## config.mk

```make
export PLATFORM = sky130hd
export DESIGN_NAME = menu_ctl
export DESIGN_NICKNAME = d
export VERILOG_FILES = /design/src/rtl/menu_ctl.sv
export SDC_FILE = /design/constraint.sdc
export NUM_CORES = 1
export LEC_CHECK = 0
export BUFFER_PORTS_ARGS = -buffer_cell sky130_fd_sc_hd__buf_2
export CAP_MARGIN = 25
export CORE_MARGIN = 8
export CORE_UTILIZATION = 39
export CTS_CLUSTER_DIAMETER = 120
export DETAILED_ROUTE_END_ITERATION = 12
export GPL_ROUTABILITY_DRIVEN = 0
export PLACE_DENSITY_LB_ADDON = 0.25
export SLEW_MARGIN = 20
export SYNTH_ARGS = -nofsm -noshare
export SYNTH_HDL_FRONTEND = slang
export SYNTH_SLANG_ARGS = --single-unit
```

## constraint.sdc

```tcl
create_clock -name pclk -period 1.8 [get_ports pclk]
set_clock_uncertainty 0.1 [all_clocks]
set_input_delay 0.36 -clock pclk [delete_from_list [all_inputs] [get_ports pclk]]
set_output_delay 0.36 -clock pclk [all_outputs]
set_load 0.01 [all_outputs]
```

## src/rtl/menu_ctl.sv

```systemverilog
// Menu controller: selects one or two players from the key inputs, starts a
// race on enter and returns to the menu once the race ends and enter is released.
// Key presses are edge-detected after synchronisation. After each accepted
// press, further presses are locked out for a number of frames.
module menu_ctl #(
    parameter int LOCK_FRAMES = 8
) (
    input  logic pclk,
    input  logic rst,
    input  logic key_up,
    input  logic key_down,
    input  logic key_enter,
    input  logic vsync_in,
    input  logic game_over,
    output logic playerCount,
    output logic game_start,
    output logic menu_active
);

    typedef enum logic [1:0] {
        MENU     = 2'd0,
        START    = 2'd1,
        PLAY     = 2'd2,
        WAIT_REL = 2'd3
    } state_t;

    localparam logic [3:0] LOCK_LOAD = 4'(LOCK_FRAMES);

    // Bit order of the synchroniser vectors: {vsync, enter, down, up}
    logic [3:0] sync1_q, sync2_q, prev_q;
    logic [3:0] press;
    logic       up_ev, down_ev, enter_ev, tick, enter_lvl;

    state_t     state_q, state_d;
    logic       pc_q, pc_d;
    logic [3:0] lock_q, lock_d;
    logic       gs_q, gs_d;
    logic       ma_q, ma_d;

    // Two-flop synchroniser plus a previous-value flop for rising-edge detection
    always_ff @(posedge pclk) begin
        if (rst) begin
            sync1_q <= 4'b0000;
            sync2_q <= 4'b0000;
            prev_q  <= 4'b0000;
        end else begin
            sync1_q <= {vsync_in, key_enter, key_down, key_up};
            sync2_q <= sync1_q;
            prev_q  <= sync2_q;
        end
    end

    assign press     = sync2_q & ~prev_q;
    assign up_ev     = press[0];
    assign down_ev   = press[1];
    assign enter_ev  = press[2];
    assign tick      = press[3];
    assign enter_lvl = sync2_q[2];

    // Next state, player selection and lockout counter
    always_comb begin
        state_d = state_q;
        pc_d    = pc_q;
        lock_d  = lock_q;

        if ((lock_q != 4'd0) && tick) begin
            lock_d = lock_q - 4'd1;
        end

        case (state_q)
            MENU: begin
                if (lock_q == 4'd0) begin
                    // Enter wins over a simultaneous up/down; up and down
                    // together cancel out and do not load the lockout.
                    if (enter_ev) begin
                        state_d = START;
                        lock_d  = LOCK_LOAD;
                    end else if (up_ev ^ down_ev) begin
                        pc_d   = down_ev;
                        lock_d = LOCK_LOAD;
                    end
                end
            end
            START: begin
                state_d = PLAY;
            end
            PLAY: begin
                if (game_over) begin
                    state_d = WAIT_REL;
                end
            end
            WAIT_REL: begin
                // Hold here until enter is let go so a held key cannot restart
                if (!enter_lvl) begin
                    state_d = MENU;
                end
            end
            default: begin
                state_d = MENU;
            end
        endcase

        gs_d = (state_d == START);
        ma_d = (state_d == MENU);
    end

    // Control state and registered outputs
    always_ff @(posedge pclk) begin
        if (rst) begin
            state_q <= MENU;
            pc_q    <= 1'b0;
            lock_q  <= 4'd0;
            gs_q    <= 1'b0;
            ma_q    <= 1'b1;
        end else begin
            state_q <= state_d;
            pc_q    <= pc_d;
            lock_q  <= lock_d;
            gs_q    <= gs_d;
            ma_q    <= ma_d;
        end
    end

    assign playerCount = pc_q;
    assign game_start  = gs_q;
    assign menu_active = ma_q;

endmodule

```

==> summary.txt <==
Outcome
  • Outcome: complete, no violations

STA
  • Period utilization: 91.47%
  • Max_slew headroom: 76.24%
  • Pins Over Slew Limit: 0
  • Tmin final: 1646 ps
  • Final setup TNS: 0 ps
  • Setup Viol. Count Final: 0
  • Final Hold Violating Endpoints: 0
  • RSZ-0062 raised after global routing: no
  • FMAX: 607.4 MHz
  • Worst-Margin Slew: 356.4 ps

Final layout
  • Final #Nets: 95
  • Fill cells: 221
  • Area of the multi-input gates: 372.9 um^2
  • Sequential cell area: 420.4 um^2
  • Area grow syn2layout: 12.58%
  • Fin cells: 112
  • # diodes: 0
  • Layout cells sized above 1: 25.88%

Floorplanning
  • Rows: 16
  • Initial Util: 41.07%
  • Die ar.: 3777 um^2
  • Die W: 61.46 um
  • Placeable Area: 1962 um^2
  • Die Y: 61.46 um
  • I/O Pins: 10

Setup path
  • Max FO, Critical Path: 4
  • Slowest CP cell: dfxtp_1
  • Crit Path Class: reg2reg
  • CP peak stage delay: 390 ps
  • Worst path arrival time: 1750 ps
  • Worst Reg-to-Reg Cells: 6
  • Crit path capture type: flop
  • Crit path cell chain: inv_1 -> ha_1 -> nor3b_4 -> nor2_2 -> nor2_1 -> a2111oi_2
  • Req. time, crit path: 1910 ps
  • CP startpoint kind: flop

Global routing
  • First-pass GRT wire length: 2173 um
  • Total GRT Usage: 8.051%
  • Vias in the first global route: 516
  • Antenna violations before repair: 0
  • Grt total ovfl: 0
  • Largest net degree at the start of global routing: 21

Clock tree
  • Hold-fix buffers, CTS: 0
  • CTS tree: yes
  • CTS max path bufs: 2
  • Clock buffer count from CTS: 3
  • TritonCTS Sinks: 21
  • CTS root buffer: clkbuf_4
  • Clock Latency Late Sink: 300 ps
  • Clock transition at the registers of the reported paths: 110 ps
  • H-tree depth: 1

Detailed routing
  • Post-DRT Antenna Nets: 0
  • DRC violation count after routing: 0
  • Iteration-0 DRC Markers: 9
  • Routed WL: 1208 um
  • DR vias/cell: 4.429
  • WL per Instance: 10.79 um
  • First-pass detailed-route iteration total: 4
  • Vias: 496

Worst hold path
  • Hold Path Class: in2reg
  • WHS Path Cells: 2

Placed design
  • # port buffers: 9
  • Placed insts: 108
  • Hpwl dp: 864.9 um

Synth
  • Biggest area consumer among synthesized cells: dfxtp_1
  • Synth Cell Area: 805.8 um^2
  • Post-synthesis cell count: 74
  • YS warnings: 0
  • Yosys reg bits: 21
  • Synth unique cells: 28
  • Avg Cell Area, Syn: 10.89 um^2
  • Share of the synthesized area in the top cell type: 52.17%
  • Synthesized Nets: 83
  • Top cells by area, synth: dfxtp_1, nor2b_1, nor2_1, ha_1, mux2_1
  • Sequential area share after synthesis: 52.17%

Flow run
  • Max Cap Viol: 0

Pwr
  • Worst IR drop on VDD: 0.3964 mV
  • Pwr dens: 901.7 nW/um^2
  • Leakage power: 0.3621 nW
state kept, by name (all words and copies together), names as in the netlist:
name         count
game_start       1
lock_q           4
menu_active      1
playerCount      1
prev_q           4
state_q          2
sync1_q          4
sync2_q          4
final timing paths:
check | from | to | slack, ps
worst max-delay path | lock_q[0] | lock_q[1] | 150
worst min-delay path | key_down | sync1_q[1] | 160
worst max register to register | lock_q[0] | lock_q[1] | 150
worst min register to register | sync1_q[3] | sync2_q[3] | 350
critical path: cells and delay by family, from the launching register on:
kind                     cells  cell delay [ps]
AND/OR/NAND/NOR              3              450
flip-flops                   1              390
AO/OA/AOI/OAI                1              320
adder cells (fa/ha/maj)      1              230
buffers and inverters        1               80
layout by cell type (no fill, tap or decap):
master | netlist | layout
dfxtp_1 | 21 | 21
nor2b_1 | 13 | 13
buf_2 | 0 | 9
nor2_1 | 8 | 7
clkbuf_4 | 0 | 3
inv_1 | 2 | 2
nor2b_2 | 2 | 2
a21oi_1 | 2 | 2
mux2_1 | 2 | 2
nor3_1 | 2 | 2
ha_1 | 2 | 2
nand2_1 | 1 | 1
or2_1 | 1 | 1
o21ai_1 | 1 | 1
nor3b_4 | 1 | 1
nor3b_2 | 1 | 1
nand2b_4 | 1 | 1
and2_4 | 1 | 1
a211oi_1 | 1 | 1
o311a_4 | 1 | 1
nand2b_1 | 1 | 1
nor4_1 | 1 | 1
o21ba_1 | 1 | 1
a32oi_1 | 1 | 1
and2_1 | 1 | 1
a21o_1 | 1 | 1
nand3b_1 | 1 | 1
nor2_2 | 0 | 1
a2111oi_2 | 1 | 1
xnor2_1 | 1 | 1
clkinv_2 | 0 | 1
power breakdown:
group          switching, mW  internal (mW)
clock network          0.139         0.0827
registers             0.0137          0.487
logic                 0.0446         0.0513
total                  0.197          0.621
metrics by stage:
step	hold slack [ps]	utilization, %	cell area [um^2]	total power, mW	worst slack (ps)
floorplan	313.8	-	805.8	0.5835	250.0
global placement	316.3	44.71	877.1	0.6034	211.3
detailed placement	322.3	44.71	877.1	0.6063	116.8
CTS	145.1	46.11	904.6	0.8319	82.19
global route	143.1	46.24	907.1	0.8671	33.10
finish	160.4	46.24	907.1	0.8180	153.5
kinds of logic after synthesis:
| kind of cell | share of synthesized area [%] |
|---|---|
| AOI/OAI and AO/OA | 10.56 |
| xor gates and xnor gates | 1.087 |
| adders and majority gates | 3.105 |
| buffers and inverters | 1.864 |
| DFF | 52.17 |
| muxes | 2.795 |
| and+or+nand+nor | 28.42 |
synthesized netlist by cell type (all sizes together):
| library cell | number |
|---|---|
| o311a | 1 |
| a2111oi | 1 |
| nor2 | 8 |
| or2 | 1 |
| a21oi | 2 |
| and2 | 2 |
| nor3b | 2 |
| clkbuf | 2 |
| a21o | 1 |
| nand2 | 1 |
| nor3 | 2 |
| inv | 2 |
| mux2 | 2 |
| nand3b | 1 |
| a211oi | 1 |
| o21ba | 1 |
| a32oi | 1 |
| nor2b | 15 |
| o21ai | 1 |
| nand2b | 2 |
| nor4 | 1 |
| ha | 2 |
| xnor2 | 1 |
| dfxtp | 21 |
what timing repair did:
action                                  4_1_cts  5_1_grt
endpoints found under the setup margin        0        1
gates resized for setup                       0        1
buffers inserted                              0        0
layer usage:
layer  global-route usage, %  share of wire, %  vias to the layer above
met1                   9.178                51                      219
met4                   7.792               2.2                        0
li1                        -                 -                      269
met5                       0                 0                        -
met3                   2.505               2.2                        2
met2                   11.49                45                        6
final cells by class:
type	instances	area share [%]
timing repair buffer	9	4.966
clock buffer	3	2.483
tap	27	3.724
sequential	21	46.34
clock inverter	1	0.5517
multi-input combinational	49	41.10
inverter	2	0.8276
Power figures use the tool's default switching activity.
